$ cat src/rtl/nn_pkg.sv
// Shared types and constants for the two-layer neural network sequencer:
// FSM states, weight-memory map bases, accumulator width and saturation.
package nn_pkg;

    typedef enum logic [1:0] {
        IDLE,
        HID,
        OUT,
        DONE
    } state_t;

    localparam logic [6:0] HID_BIAS_BASE = 7'd64;
    localparam logic [6:0] OUT_W_BASE    = 7'd72;
    localparam logic [6:0] OUT_BIAS_BASE = 7'd104;

    localparam int ACC_W = 20;

    localparam logic signed [ACC_W-1:0] SAT_MAX = 20'sd127;
    localparam logic signed [ACC_W-1:0] SAT_MIN = -20'sd128;

    function automatic logic signed [7:0] saturate(input logic signed [ACC_W-1:0] v);
        if (v > SAT_MAX) return 8'h7F;
        if (v < SAT_MIN) return 8'h80;
        return v[7:0];
    endfunction

endpackage

$ cat src/rtl/nn_mac.sv
// Shared multiply/accumulate datapath: taps accumulate signed products,
// finalize adds the bias, shifts, saturates, optionally applies ReLU.
module nn_mac
    import nn_pkg::*;
#(
    parameter int SHIFT = 0
) (
    input  logic              clk,
    input  logic              rst_n,
    input  logic              tap_en,
    input  logic              clear,
    input  logic              fin_en,
    input  logic              relu_en,
    input  logic signed [7:0] act,
    input  logic signed [7:0] wt,
    output logic signed [7:0] result,
    output logic              result_valid
);

    logic signed [15:0]      product;
    logic signed [ACC_W-1:0] prod_ext;
    logic signed [ACC_W-1:0] bias_ext;
    logic signed [ACC_W-1:0] acc;
    logic signed [ACC_W-1:0] acc_base;
    logic signed [ACC_W-1:0] biased;
    logic signed [ACC_W-1:0] shifted;
    logic signed [7:0]       clipped;

    // During a finalize cycle the weight bus carries the neuron's bias.
    always_comb begin
        product  = $signed({{8{act[7]}}, act}) * $signed({{8{wt[7]}}, wt});
        prod_ext = {{(ACC_W-16){product[15]}}, product};
        bias_ext = {{(ACC_W-8){wt[7]}}, wt};
        acc_base = clear ? '0 : acc;
        biased   = acc + bias_ext;
        shifted  = biased >>> SHIFT;
        clipped  = saturate(shifted);
        if (relu_en && clipped[7]) begin
            clipped = '0;
        end
    end

    always_ff @(posedge clk or negedge rst_n) begin
        if (!rst_n) begin
            acc          <= '0;
            result       <= '0;
            result_valid <= 1'b0;
        end else begin
            result_valid <= fin_en;
            if (tap_en) begin
                acc <= acc_base + prod_ext;
            end
            if (fin_en) begin
                result <= clipped;
            end
        end
    end

endmodule

$ cat src/rtl/nn_layer_sequencer.sv
// Time-multiplexes one MAC across a hidden and an output layer fed from an
// external weight memory. Optional argmax output: define NN_ARGMAX_EN.
module nn_layer_sequencer
    import nn_pkg::*;
#(
    parameter int NIN   = 8,
    parameter int NH    = 8,
    parameter int NO    = 4,
    parameter int SHIFT = 0
) (
    input  logic             clk,
    input  logic             rst_n,
    input  logic             in_valid,
    output logic             in_ready,
    input  logic [8*NIN-1:0] in_data,
    output logic [6:0]       wt_addr,
    input  logic [7:0]       wt_data,
    output logic             out_valid,
    input  logic             out_ready,
`ifdef NN_ARGMAX_EN
    output logic [8*NO-1:0]  out_data,
    output logic [1:0]       out_class
`else
    output logic [8*NO-1:0]  out_data
`endif
);

    localparam logic [7:0] HID_TAPS = 8'(NIN);
    localparam logic [7:0] OUT_TAPS = 8'(NH);
    localparam logic [7:0] LAST_HID = 8'(NH - 1);
    localparam logic [7:0] LAST_OUT = 8'(NO - 1);
    localparam int XIW = (NIN > 1) ? $clog2(NIN) : 1;
    localparam int HIW = (NH > 1) ? $clog2(NH) : 1;
    localparam int OIW = (NO > 1) ? $clog2(NO) : 1;

    state_t            state;
    logic [7:0]        tap_cnt;
    logic [7:0]        neuron;
    logic [7:0]        wr_idx;
    logic              wr_out;
    logic              pre_out;
    logic [7:0]        pre_tap;
    logic [7:0]        pre_neuron;
    logic              base_out;
    logic [7:0]        base_tap;
    logic [7:0]        base_neuron;
    logic              nxt_out;
    logic [7:0]        nxt_tap;
    logic [7:0]        nxt_neuron;
    logic [6:0]        nxt_addr;
    logic [7:0]        cur_taps;
    logic              busy;
    logic signed [7:0] x_q   [NIN];
    logic signed [7:0] hbuf  [NH];
    logic signed [7:0] out_q [NO];
    logic              mac_tap;
    logic              mac_fin;
    logic              mac_clear;
    logic              mac_relu;
    logic              mac_valid;
    logic signed [7:0] mac_act;
    logic signed [7:0] mac_result;

    // The pre_* pointer names the item whose address sits on wt_addr; it runs
    // one item ahead of the tap being consumed, matching the memory latency.
    always_comb begin
        base_out    = (state == IDLE) ? 1'b0 : pre_out;
        base_tap    = (state == IDLE) ? '0   : pre_tap;
        base_neuron = (state == IDLE) ? '0   : pre_neuron;
        nxt_out     = base_out;
        nxt_tap     = base_tap;
        nxt_neuron  = base_neuron;
        if (base_tap < (base_out ? OUT_TAPS : HID_TAPS)) begin
            nxt_tap = base_tap + 8'd1;
        end else begin
            nxt_tap = '0;
            if (base_neuron < (base_out ? LAST_OUT : LAST_HID)) begin
                nxt_neuron = base_neuron + 8'd1;
            end else begin
                nxt_neuron = '0;
                nxt_out    = 1'b1;
            end
        end
        if (nxt_out) begin
            nxt_addr = (nxt_tap == OUT_TAPS)
                     ? 7'(int'(OUT_BIAS_BASE) + int'(nxt_neuron))
                     : 7'(int'(OUT_W_BASE) + int'(nxt_neuron) * NH + int'(nxt_tap));
        end else begin
            nxt_addr = (nxt_tap == HID_TAPS)
                     ? 7'(int'(HID_BIAS_BASE) + int'(nxt_neuron))
                     : 7'(int'(nxt_neuron) * NIN + int'(nxt_tap));
        end
    end

    always_comb begin
        busy      = (state == HID) || (state == OUT);
        cur_taps  = (state == OUT) ? OUT_TAPS : HID_TAPS;
        mac_tap   = busy && (tap_cnt < cur_taps);
        mac_fin   = busy && (tap_cnt == cur_taps);
        mac_clear = (tap_cnt == '0);
        mac_relu  = (state == HID);
        mac_act   = (state == OUT) ? hbuf[tap_cnt[HIW-1:0]] : x_q[tap_cnt[XIW-1:0]];
    end

    nn_mac #(
        .SHIFT(SHIFT)
    ) u_mac (
        .clk         (clk),
        .rst_n       (rst_n),
        .tap_en      (mac_tap),
        .clear       (mac_clear),
        .fin_en      (mac_fin),
        .relu_en     (mac_relu),
        .act         (mac_act),
        .wt          ($signed(wt_data)),
        .result      (mac_result),
        .result_valid(mac_valid)
    );

    // A finalized result lands one cycle after its finalize edge, so the last
    // output lane and out_valid appear together on the first DONE edge.
    always_ff @(posedge clk or negedge rst_n) begin
        if (!rst_n) begin
            state      <= IDLE;
            in_ready   <= 1'b1;
            out_valid  <= 1'b0;
            wt_addr    <= '0;
            tap_cnt    <= '0;
            neuron     <= '0;
            wr_idx     <= '0;
            wr_out     <= 1'b0;
            pre_out    <= 1'b0;
            pre_tap    <= '0;
            pre_neuron <= '0;
            for (int i = 0; i < NIN; i++) x_q[i]   <= '0;
            for (int i = 0; i < NH; i++)  hbuf[i]  <= '0;
            for (int i = 0; i < NO; i++)  out_q[i] <= '0;
        end else begin
            if (mac_valid) begin
                if (wr_out) begin
                    out_q[wr_idx[OIW-1:0]] <= mac_result;
                end else begin
                    hbuf[wr_idx[HIW-1:0]] <= mac_result;
                end
            end
            case (state)
                IDLE: begin
                    wt_addr <= '0;
                    if (in_valid && in_ready) begin
                        for (int i = 0; i < NIN; i++) x_q[i] <= in_data[8*i +: 8];
                        state      <= HID;
                        in_ready   <= 1'b0;
                        tap_cnt    <= '0;
                        neuron     <= '0;
                        pre_out    <= nxt_out;
                        pre_tap    <= nxt_tap;
                        pre_neuron <= nxt_neuron;
                        wt_addr    <= nxt_addr;
                    end
                end
                HID, OUT: begin
                    pre_out    <= nxt_out;
                    pre_tap    <= nxt_tap;
                    pre_neuron <= nxt_neuron;
                    wt_addr    <= nxt_addr;
                    if (mac_fin) begin
                        wr_idx  <= neuron;
                        wr_out  <= (state == OUT);
                        tap_cnt <= '0;
                        if (state == HID && neuron == LAST_HID) begin
                            state  <= OUT;
                            neuron <= '0;
                        end else if (state == OUT && neuron == LAST_OUT) begin
                            state  <= DONE;
                            neuron <= '0;
                        end else begin
                            neuron <= neuron + 8'd1;
                        end
                    end else begin
                        tap_cnt <= tap_cnt + 8'd1;
                    end
                end
                DONE: begin
                    wt_addr <= '0;
                    if (mac_valid && wr_out && wr_idx == LAST_OUT) begin
                        out_valid <= 1'b1;
                    end
                    if (out_valid && out_ready) begin
                        out_valid <= 1'b0;
                        in_ready  <= 1'b1;
                        state     <= IDLE;
                    end
                end
                default: state <= IDLE;
            endcase
        end
    end

    for (genvar g = 0; g < NO; g++) begin : g_out
        assign out_data[8*g +: 8] = out_q[g];
    end

`ifdef NN_ARGMAX_EN
    logic signed [7:0] lane_next [NO];
    logic [1:0]        class_next;

    // Strict greater-than keeps the lowest index on ties.
    always_comb begin
        for (int i = 0; i < NO; i++) begin
            lane_next[i] = (mac_valid && wr_out && wr_idx == 8'(i)) ? mac_result : out_q[i];
        end
        class_next = 2'd0;
        for (int i = 1; i < NO; i++) begin
            if (lane_next[i] > lane_next[class_next]) class_next = 2'(i);
        end
    end

    always_ff @(posedge clk or negedge rst_n) begin
        if (!rst_n) begin
            out_class <= '0;
        end else if (mac_valid && wr_out) begin
            out_class <= class_next;
        end
    end
`endif

endmodule

$ cat config.mk
export PLATFORM = sky130hd
export DESIGN_NAME = nn_layer_sequencer
export DESIGN_NICKNAME = d
export VERILOG_FILES = /design/src/rtl/nn_pkg.sv /design/src/rtl/nn_mac.sv /design/src/rtl/nn_layer_sequencer.sv
export SDC_FILE = /design/constraint.sdc
export NUM_CORES = 1
export LEC_CHECK = 0
export ABC_AREA = 1
export CORE_ASPECT_RATIO = 1.2
export CORE_MARGIN = 3
export CORE_UTILIZATION = 27
export CTS_BUF_LIST = sky130_fd_sc_hd__clkbuf_8
export DETAILED_ROUTE_END_ITERATION = 12
export PLACE_DENSITY = 0.43
export SLEW_MARGIN = 20
export SYNTH_ARGS = -nofsm -noshare
export SYNTH_HDL_FRONTEND = slang
export SYNTH_HIERARCHICAL = 1
export SYNTH_SLANG_ARGS = --single-unit
$ cat constraint.sdc
create_clock -name clk -period 10.9 [get_ports clk]
set_clock_uncertainty 0.2 [all_clocks]
set_input_delay 1.635 -clock clk [delete_from_list [all_inputs] [get_ports clk]]
set_output_delay 1.635 -clock clk [all_outputs]
set_load 0.005 [all_outputs]
# [Yosys cells after proc, flatten, opt, wreduce, memory -nomap -nowiden]
# Cells that the tools add are included.
[totals] register_bits=242 inputBits=76 output_inout_bits=41 wordCells=159
[op_classes] add_sub_neg=11 mul=1 magnitude_cmp=10 n_eq_ne=12 mux=60 bitwise=4 reduce_logical=27
[ops] cell="two-way mux 8 bit" count=24
[ops] cell="bitwise mux 64 bit" count=1
[ops] cell="one-hot mux 8 bit (2 select lines)" count=4
[ops] cell="binary-select mux 8 bit (select 3 bit)" count=2
[ops] cell="adder 8 x 1 -> 8 bit, second input constant" count=4
[ops] cell="bitwise mux 32 bit" count=1
[ops] cell="two-way mux 7 bit" count=4
[ops] cell="demux 8 bit (select 3 bit)" count=1
[ops] cell="adder 7 bit, first input constant" count=3
[ops] cell="one-hot mux 7 bit (3 select lines)" count=1
[ops] cell="adder 20 x 16 -> 20 bit" count=1
[ops] cell="adder 20 x 8 -> 20 bit" count=1
[ops] cell="> comparator 20 x 8 -> 1 bit, second input constant" count=1
[ops] cell="< comparator 20 x 8 -> 1 bit, second input constant" count=1
[ops] cell="two-way mux 20 bit" count=1
[ops] cell="demux 8 bit (select 2 bit)" count=1
[ops] cell="equality test 8 x 2 -> 1 bit, second input constant" count=2
[ops] cell="equality test 8 x 4 -> 1 bit, second input constant" count=2
[ops] cell="< comparator 8 x 4 -> 1 bit, second input constant" count=2
[ops] cell="multiplier 8 x 8 -> 16 bit" count=1
[ops] cell="adder 7 bit" count=2
[ops] cell="AND reduction 2 bit" count=6
[ops] cell="logical AND 1 bit" count=11
[ops] cell="two-way mux 1 bit" count=11
[ops] cell="25 further kinds" count=37

# [Depth between registers and ports, before layout]
# Gate-level depths: netlist of the first run.
[depth] word_depth=12 depth_mapped=29

# [Hierarchy]
# The synthesis of the first run kept the hierarchy.
[by_module_without_submodules] mod="nn_layer_sequencer" instances=1 cells_per_inst=1099 area_each_um2=10148.5 seq_area_each_um2=5331.4
[by_module_without_submodules] mod="nn_mac" instances=1 cells_per_inst=846 area_each_um2=6206.0 seq_area_each_um2=725.7

# [Worst setup path after synthesis of the first run]
# No wires, ideal clock.
[synth_timing] path_kind="in2reg" from="input port wt_data[7]" to="register u_mac.acc[17]" t_arrival_ns=6.046 required_ns=10.568 path_slack_ns=4.522 stages=19 cell_sequence="clkinv_1 -> or2_2 -> fa_1 -> fa_1 -> inv_1 -> fa_1 -> fa_1 -> fa_1 -> ha_1 -> nand2_1 -> inv_1 -> a21oi_1 -> o21ai_2 -> a21boi_1 -> o21ai_0 -> nand2_1 -> nand3_1 -> nand3_1 -> o21ai_0"
[synth_between] elab_chain_cells=2
[synth_lines] element="start: declaration" line_no="nn_layer_sequencer.sv:17" source="input logic [7:0] wt_data,"
[synth_lines] element="multiplier 8 x 8 -> 16 bit" line_no="nn_mac.sv:31" source="product = $signed({{8{act[7]}}, act}) * $signed({{8{wt[7]}}, wt});"
[synth_lines] element="adder 20 x 16 -> 20 bit" line_no="nn_mac.sv:51" source="acc <= acc_base + prod_ext;"
[synth_lines] element="end signal: assignment" line_no="nn_mac.sv:51"
[synth_lines] element="end: declaration" line_no="nn_mac.sv:23" source="logic signed [ACC_W-1:0] acc;"
# Every way passes these cells.
# A chain may end at the register's enable or synchronous reset.

# [Final worst setup path of the first run]
[layout_timing] from="register tap_cnt[0]" to="register u_mac.acc[17]"
[layout_between] elab_chain_cells=7 elab_cells_between_ends=14 classes_between="add/sub (1); mul (1); order compare (1); mux (8); bitwise (1); reduce/logical (2)"
[layout_lines] element="start: declaration" line_no="nn_layer_sequencer.sv:37" source="logic [7:0] tap_cnt;"
[layout_lines] element="start signal: assignment" line_no="nn_layer_sequencer.sv:180" source="tap_cnt <= tap_cnt + 8'd1;"
[layout_lines] element="NOT 3 -> 4 bit (not written as such) *" line_no="nn_layer_sequencer.sv:102" source="mac_act = (state == OUT) ? hbuf[tap_cnt[HIW-1:0]] : x_q[tap_cnt[XIW-1:0]];"
[layout_lines] element="binary-select mux 8 bit (select 3 bit)" line_no="nn_layer_sequencer.sv:102"
[layout_lines] element="two-way mux 8 bit (not written as such) (2 in series)" line_no="nn_layer_sequencer.sv:102"
[layout_lines] element="two-way mux 8 bit *" line_no="nn_layer_sequencer.sv:102"
[layout_lines] element="net mac_act[0]" line_no="nn_layer_sequencer.sv:61" source="logic signed [7:0] mac_act;"
[layout_lines] element="multiplier 8 x 8 -> 16 bit *" line_no="nn_mac.sv:31"
[layout_lines] element="adder 20 x 16 -> 20 bit *" line_no="nn_mac.sv:51"
# Mark *: on every way through the listed nets, which the timed path passes. The rest lies on a longest branch. The select of a mux whose other input is x is not followed.

==> results of run 1 <==
## cell usage after synthesis, drive strengths merged (2+ instances only)
library cell  number  area (um2)
ha                81        1013
mux2              64       720.7
nand3b             2       15.01
a21boi             2       15.02
a31oi              2       12.51
nand2            422        1622
o22ai             13       81.33
dfrtp            241        6031
inv              286        1074
nand4             20       125.1
o21ai            217        1127
o211ai             6       50.05
and2               3       18.77
nor2             177       701.9
fa                92        1842
clkinv             3       11.26
xnor2             13       113.9
nor3              10       100.1
buf               22       120.1
conb               2       7.510
o21a               4       30.03
nor4               2       12.51
clkbuf            57       215.2
xor2              15       131.4
o221ai            20       175.2
or2                4       25.02
o31ai              4       30.03
a211oi             2       15.01
nand3             81       488.0
a21oi             73       372.9
## state kept, by name (all words and copies together), names as in the netlist, 8 cells and up
name          flops
hbuf             64
pre_neuron        8
x_q              64
tap_cnt           8
wr_idx            8
u_mac/result      8
out_data         32
u_mac/acc        20
neuron            8
pre_tap           8
## layout make-up
cell class                 count  area, um2
fill                        6410      40440
multi-input combinational   1337       8892
sequential                   242       6058
timing repair buffer         124       1239
inverter                     289       1085
tap                          800       1001
clock buffer                  56      770.7
clock inverter                27      232.7
## per-layer routing
| metal | wire, um | part of all wire |
|---|---|---|
| met3 | 2063 | 0.043 |
| met4 | 1109 | 0.023 |
| met1 | 21410 | 0.45 |
| met2 | 22990 | 0.48 |
| met5 | 10 | 0.00021 |
## kinds of logic after synthesis
logic type                 count (synthesis)
buffers and inverters                    368
xor gates and xnor gates                  28
DFF                                      242
other                                      2
muxes                                     64
AOI/OAI and AO/OA                        346
and+or+nand+nor                          722
adders and majority gates                173
## cell usage in the layout (no fill, tap or decap), types with 3 or more instances in the layout
cell type / Yosys / routed
nor3_1: 5 / 4
inv_2: 6 / 6
nand3_4: 3 / 3
nand2_1: 409 / 409
or2_2: 4 / 4
buf_4: 2 / 7
o211ai_1: 5 / 5
bufinv_16: 0 / 4
nand3_2: 9 / 9
o21ai_0: 203 / 203
nand2_2: 12 / 12
o21ai_1: 7 / 7
mux2_2: 64 / 64
nor2_1: 168 / 167
dfrtp_1: 241 / 240
o31ai_1: 4 / 4
xnor2_1: 13 / 13
o22ai_1: 13 / 13
nand4_1: 20 / 20
conb_1: 2 / 4
clkinv_2: 0 / 7
o221ai_1: 20 / 20
nor2_2: 6 / 7
inv_1: 280 / 293
clkbuf_8: 0 / 56
fa_1: 92 / 92
o21ai_2: 5 / 5
nor2_4: 3 / 3
xor2_1: 15 / 15
ha_1: 81 / 81
nor3_4: 4 / 4
clkinv_1: 3 / 4
a21oi_1: 71 / 71
nand3_1: 69 / 69
o21a_1: 4 / 4
clkdlybuf4s50_1: 0 / 115
## power by group through the flow
stage          Sequential, uW  Combinational (uW)  Clock [uW]
6_report                  899                 186         985
5_1_grt                   899                 212        1060
4_1_cts                   899                 190        1030
3_5_place_dp              915                 188           0
3_3_place_gp              915                 190           0
2_1_floorplan             916                 105           0
## metrics by stage
stage,hold slack [ns],instance area (um2)
after floorplan,0.2232,16360
after global placement,0.2427,18280
after detailed placement,0.2676,18280
after CTS,0.2824,19280
after global routing,0.3044,19280
final,0.2784,19280
## worst register-to-register path, cell delays in order, from the launching register on
cell and delay (ns):
dfrtp_2 0.35, clkinv_1 0.61, buf_4 0.54, o21ai_0 0.22
o22ai_1 0.13, o221ai_1 0.21, nand2_1 0.32, or2_2 0.41
fa_1 0.52, fa_1 0.55, inv_1 0.05, fa_1 0.50
fa_1 0.53, fa_1 0.49, ha_1 0.35, nand2_1 0.07
inv_1 0.04, a21oi_1 0.27, o21ai_2 0.14, a21boi_1 0.22
o21ai_0 0.17, nand2_1 0.11, nand3_1 0.07, nand3_1 0.08
o21ai_0 0.09
## path summary, 6_finish.rpt
| check | end | startpoint |
|---|---|---|
| worst max-delay path | u_mac/acc[17] | tap_cnt[0] |
| worst min-delay path | hbuf[10] | hbuf[10] |
| worst max register to register | u_mac/acc[17] | tap_cnt[0] |
| worst min register to register | hbuf[10] | hbuf[10] |
| max in group asynchronous | x_q[55] | rst_n |
| min in group asynchronous | x_q[21] | rst_n |
==> flow_metrics.py, run 1 <==
metrics = {
    "sta": {
        "period_minus_slack_ns": 7.377,
        "fmax_mhz": 135.6,
        "fin_tns_setup_ns": 0,
        "tightest_slew_ns": 1.087,
        "fin_crit_sh": 0.6768,
        "grt_setup_unrepaired": "false",
        "setup_viol": 0,
        "finalHoldViolCount": 0,
        "layout_setup_ws_ns": 3.523,
        "slew-limit-headroom": 0.2753,
        "slew_violations": 0,
    },
    "yosys": {
        "synth_cells": 1945,
        "yosys-mux-area-fraction": 0.04407,
        "synth_seq_cells": 242,
        "synth-seq-area-share": 0.3704,
        "synth_fa_ha_area_frac": 0.1746,
        "synth_edf_count": 0,
        "syn_area_mm2": 0.01635,
        "synth_top_family_by_area": "simple AND/OR/NAND/NOR gates",
        "ys_types": 55,
        "ys_warn_count": 6,
        "syn_avg_cell_area_um2": 8.408,
        "synth-simple-area-share": 0.1905,
        "synth_compound_area_frac": 0.1182,
        "synthXorXnorAreaFrac": 0.01500,
        "async_flop_share": 1.000,
        "ys.flop_type": "dfrtp_1",
    },
    "worst_setup_path": {
        "r2r_setup_slack_ns": 3.52,
        "critPathMaxFanout": 33,
        "cpMostUsedCell": "fa_1",
        "max_stage_delay_ns": 0.61,
        "crit_arrival_ns": 7.65,
        "start_kind": "register",
        "cp.required_ns": 11.18,
        "worstSetupEndpointType": "register",
        "crit_chain": "clkinv_1 > buf_4 > o21ai_0 > o22ai_1 > o221ai_1 > nand2_1 > or2_2 > fa_1 > fa_1 > inv_1 > fa_1 > fa_1 > fa_1 > ha_1 > nand2_1 > inv_1 > a21oi_1 > o21ai_2 > a21boi_1 > o21ai_0 > nand2_1 > nand3_1 > nand3_1 > o21ai_0",
        "crit_type": "reg2reg",
        "critPathTopFamily": "adder cells",
        "critPathSlowestCell": "clkinv_1",
        "critical_path_depth": 24,
        "r2r_cells": 24,
        "path_buf_inv": 4,
    },
    "cts": {
        "clkTransAtPathRegs_ns": 0.06,
        "root_buffer": "clkbuf_8",
        "numCtsBuffers": 47,
        "clkLatencyLatePin_ns": 0.62,
        "clockBufferDepth": 3,
        "postCtsHoldBufs": 0,
        "cts_setup_buffers": 0,
        "cts_resized": 0,
        "cts.sinks": 242,
        "cts_max_level": 2,
        "cts_tree": "done",
    },
    "detailed_routing": {
        "drt-pass1-iter-count": 5,
        "route.vias.total": 13040,
        "drt-total-wl_um": 47570,
        "vias_per_cell": 4.537,
        "ant_nets": 0,
        "wl_per_cell_um": 16.55,
        "drc": 0,
        "drt_iter0_drc": 773,
    },
    "final_layout": {
        "final_cells": 2875,
        "nNetsFinal": 2290,
        "final_util": 0.3228,
        "drive_gt1_frac": 0.09880,
        "antenna_cells": 0,
        "syn_to_final_growth_pct": 17.88,
    },
    "die": {
        "die-area_mm2": 0.06357,
        "initial_core_util": 0.2739,
        "die_y_um": 275.6,
        "die_w_um": 230.7,
        "pin_count": 117,
        "core_mm2": 0.05971,
        "rows": 98,
    },
    "run": {
        "maxCapViolations": 0,
    },
    "placement": {
        "gp_congestion": 0.8536,
        "place_ws_ns": 3.011,
        "port_buffers": 116,
        "post-dp-hpwl_um": 34520,
        "dp.cells": 2792,
    },
    "grt": {
        "gr-usage-met3": 0.03097,
        "track_usage": 0.1511,
        "grt_pass1_wl_um": 75990,
        "top_usage_layer": "met2",
        "antenna_found_initial": 1,
        "grt_max_degree": 142,
        "grt_pass1_vias": 13550,
        "gr-total-overflow": 0,
        "use_met1": 0.1900,
        "gr-usage-met2": 0.2636,
    },
    "power": {
        "fin_total_pwr_uw": 2071,
        "intPower_uw": 1537,
        "power.share.clock": 0.476,
        "combPwrFrac": 0.090,
        "p_leak_uw": 0.009725,
        "p_seq_frac": 0.434,
        "power_switching_uw": 533.4,
        "ir_worst_vdd_uv": 64.83,
        "pwr_density_cell_mw_per_mm2": 107.4,
        "switching_share": 0.2576,
    },
    "hold_path": {
        "whs_path_depth": 2,
        "hp-class": "reg2reg",
    },
    "run_status": {
        "status": "finished, final reports clean",
    },
}
(Power assumes the default switching activity.)
==> inputs of run 2 (changes only) <==
--- a/config.mk
+++ b/config.mk
@@ -11,7 +11,7 @@
 export CORE_UTILIZATION = 27
 export CTS_BUF_LIST = sky130_fd_sc_hd__clkbuf_8
 export DETAILED_ROUTE_END_ITERATION = 12
-export PLACE_DENSITY = 0.43
+export PLACE_DENSITY = 0.44
 export SLEW_MARGIN = 20
 export SYNTH_ARGS = -nofsm -noshare
 export SYNTH_HDL_FRONTEND = slang
==> constraint.sdc (replaced) <==
create_clock -name clk -period 5.9 [get_ports clk]
set_clock_uncertainty 0.2 [all_clocks]
set_input_delay 0.885 -clock clk [delete_from_list [all_inputs] [get_ports clk]]
set_output_delay 0.885 -clock clk [all_outputs]
set_load 0.005 [all_outputs]
==> flow_metrics.py, run 2 (same netlist as run 1, synthesis figures left out) <==
metrics = {
    "grt": {
        "gr-total-overflow": 0,
        "grt_pass1_wl_um": 76670,
        "antenna_found_initial": 0,
        "grt_max_degree": 106,
        "grt_pass1_vias": 14050,
        "track_usage": 0.1510,
    },
    "worst_setup_path": {
        "cpMostUsedCell": "fa_1",
        "r2r_start": "tap_cnt[0]",
        "max_stage_delay_ns": 0.54,
        "r2r_setup_slack_ns": -0.009,
        "crit_arrival_ns": 6.16,
        "path_buf_inv": 7,
        "cp.required_ns": 6.15,
        "r2r_cells": 23,
        "critPathSlowestCell": "fa_1",
        "critPathMaxFanout": 6,
        "start_kind": "register",
        "crit_type": "reg2reg",
        "crit_chain": "clkinv_4 > buf_6 > o21ai_0 > o22ai_1 > o221ai_2 > nand2_2 > or2_4 > fa_1 > fa_1 > inv_1 > fa_1 > fa_1 > fa_1 > ha_1 > buf_4 > a21oi_2 > o21ai_2 > buf_4 > buf_4 > a21oi_4 > buf_4 > xor2_1 > o21ai_0",
        "r2r_end": "u_mac/acc[12]",
        "worstSetupEndpointType": "register",
        "critPathTopFamily": "adder cells",
    },
    "cts": {
        "clkLatencyLatePin_ns": 0.62,
        "cts_tree": "done",
        "root_buffer": "clkbuf_8",
        "cts.sinks": 242,
        "clockBufferDepth": 3,
        "numCtsBuffers": 47,
        "cts_max_level": 2,
        "clkTransAtPathRegs_ns": 0.06,
    },
    "sta": {
        "fin_crit_sh": 1.002,
        "fmax_mhz": 169.2,
        "slew-limit-headroom": 0.3217,
        "period_minus_slack_ns": 5.909,
        "setup_viol": 1,
        "finalHoldViolCount": 0,
        "layout_setup_ws_ns": -0.008932,
        "fin_tns_setup_ns": -0.008932,
        "tightest_slew_ns": 1.017,
        "grt_setup_unrepaired": "true",
        "slew_violations": 0,
    },
    "detailed_routing": {
        "drc": 0,
        "route.vias.total": 13470,
        "wl_per_cell_um": 15.88,
        "ant_nets": 0,
        "drt_iter0_drc": 704,
        "drt-pass1-iter-count": 7,
        "vias_per_cell": 4.477,
        "drt-total-wl_um": 47750,
    },
    "hold_path": {
        "hp-class": "in2async",
    },
    "run": {
        "maxCapViolations": 0,
    },
    "die": {
        "die_w_um": 230.7,
        "rows": 98,
        "core_mm2": 0.05971,
        "initial_core_util": 0.2739,
        "die-area_mm2": 0.06357,
        "pin_count": 117,
        "die_y_um": 275.6,
    },
    "placement": {
        "gp_congestion": 0.8197,
        "dpl-instance-area_mm2": 0.01915,
        "port_buffers": 116,
        "post-dp-hpwl_um": 35830,
    },
    "power": {
        "ir_worst_vdd_uv": 119.5,
        "switching_share": 0.2682,
        "power.share.clock": 0.435,
        "pwr_density_cell_mw_per_mm2": 180.1,
        "power_switching_uw": 1007,
        "combPwrFrac": 0.123,
        "p_seq_frac": 0.443,
        "intPower_uw": 2748,
        "p_leak_uw": 0.01040,
    },
    "final_layout": {
        "syn_to_final_growth_pct": 27.49,
        "final_cell_mix": "nand2_1, inv_1, dfrtp_1, o21ai_0, nor2_1",
        "layout_commonest_cell": "nand2_1",
        "drive_gt1_frac": 0.1899,
        "nNetsFinal": 2419,
        "final_cell_area_mm2": 0.02085,
    },
    "run_status": {
        "violations": "setup timing",
        "status": "finished, violations left",
    },
}
-- run 2: changes by cell type in the layout (fill, tap and decap cells not counted), moves of 16 or more --
cell,delta
buf_4,+109
o21ai_0,-31
o21ai_1,+22
ha_1,-19
ha_4,+17
nand2_1,-16
-- run 2: worst max path at each step --
stage,from,endpoint,slack (ns),cells past startpoint
after floorplan,tap_cnt[0],u_mac/acc[17],0.01,26
after global placement,wt_data[7],u_mac/acc[15],-0.39,19
after detailed placement,wt_data[7],u_mac/acc[15],-0.39,19
after CTS,tap_cnt[0],u_mac/acc[19],-0.05,24
after global routing,tap_cnt[0],u_mac/acc[15],-0.31,24
final,tap_cnt[0],u_mac/acc[12],-0.009,23
-- run 2: power groups by stage --
stage | clock (uW) | combinational (uW) | sequential, uW
3_3_place_gp | 0 | 402 | 1690
6_report | 1630 | 460 | 1660
2_1_floorplan | 0 | 195 | 1690
5_1_grt | 1780 | 519 | 1660
3_5_place_dp | 0 | 400 | 1690
4_1_cts | 1710 | 442 | 1660
-- run 2: timing repair --
item / 4_1_cts / 5_1_grt
endpoints found under the setup margin: 11 / 11
hold buffers: 0 / 0
setup buffers: 8 / 8
gates resized for setup: 74 / 72
pin swaps: 27 / 46
endpoints found under the hold margin: 0 / 0
gates cloned: 0 / 4
-- run 2: per-layer routing --
metal / track usage / vias to the layer above / share of wire
met3: 0.02642 / 60 / 0.040
met1: 0.1857 / 6469 / 0.44
met5: 0 / - / 0
met4: 0.03753 / 0 / 0.020
li1: - / 6691 / -
met2: 0.2742 / 246 / 0.50
-- run 2: per-stage QoR --
step	hold WS (ns)	worst slack, ns	total power, uW	utilization	std cells
6_report	0.09529	-0.008932	3755	0.3492	3008
5_1_grt	0.1378	-0.3135	3963	0.3491	3007
4_1_cts	0.1505	-0.04513	3814	0.3426	2995
3_5_place_dp	0.2425	-0.3853	2090	0.3207	2901
3_3_place_gp	0.2436	-0.3913	2093	0.3207	2901
2_1_floorplan	0.2232	0.01373	1886	-	1947
-- run 2: layout make-up --
cell class	instances	area, um2
antenna	1	2.502
sequential	242	6058
fill	6263	38860
clock buffer	56	770.7
inverter	289	1101
clock inverter	30	146.4
timing repair inverter	1	7.507
multi-input combinational	1337	9399
tap	800	1001
timing repair buffer	252	2364
-- run 2: worst register-to-register path, stage by stage, from the launching register on --
cell and delay (ns):
dfrtp_2 0.49, clkinv_4 0.12, buf_6 0.15, o21ai_0 0.14, o22ai_1 0.10, o221ai_2 0.18
nand2_2 0.13, or2_4 0.27, fa_1 0.48, fa_1 0.54, inv_1 0.05, fa_1 0.51
fa_1 0.52, fa_1 0.50, ha_1 0.30, buf_4 0.15, a21oi_2 0.13, o21ai_2 0.07
buf_4 0.13, buf_4 0.14, a21oi_4 0.12, buf_4 0.12, xor2_1 0.13, o21ai_0 0.09
==> inputs of run 3 (changes only) <==
--- a/config.mk
+++ b/config.mk
@@ -11,6 +11,7 @@
 export CORE_UTILIZATION = 27
 export CTS_BUF_LIST = sky130_fd_sc_hd__clkbuf_8
 export DETAILED_ROUTE_END_ITERATION = 12
+export GPL_ROUTABILITY_DRIVEN = 0
 export PLACE_DENSITY = 0.44
 export SLEW_MARGIN = 20
 export SYNTH_ARGS = -nofsm -noshare
==> results of run 3 <==
The final DEF is identical to that of run 2; final timing and power are the same.
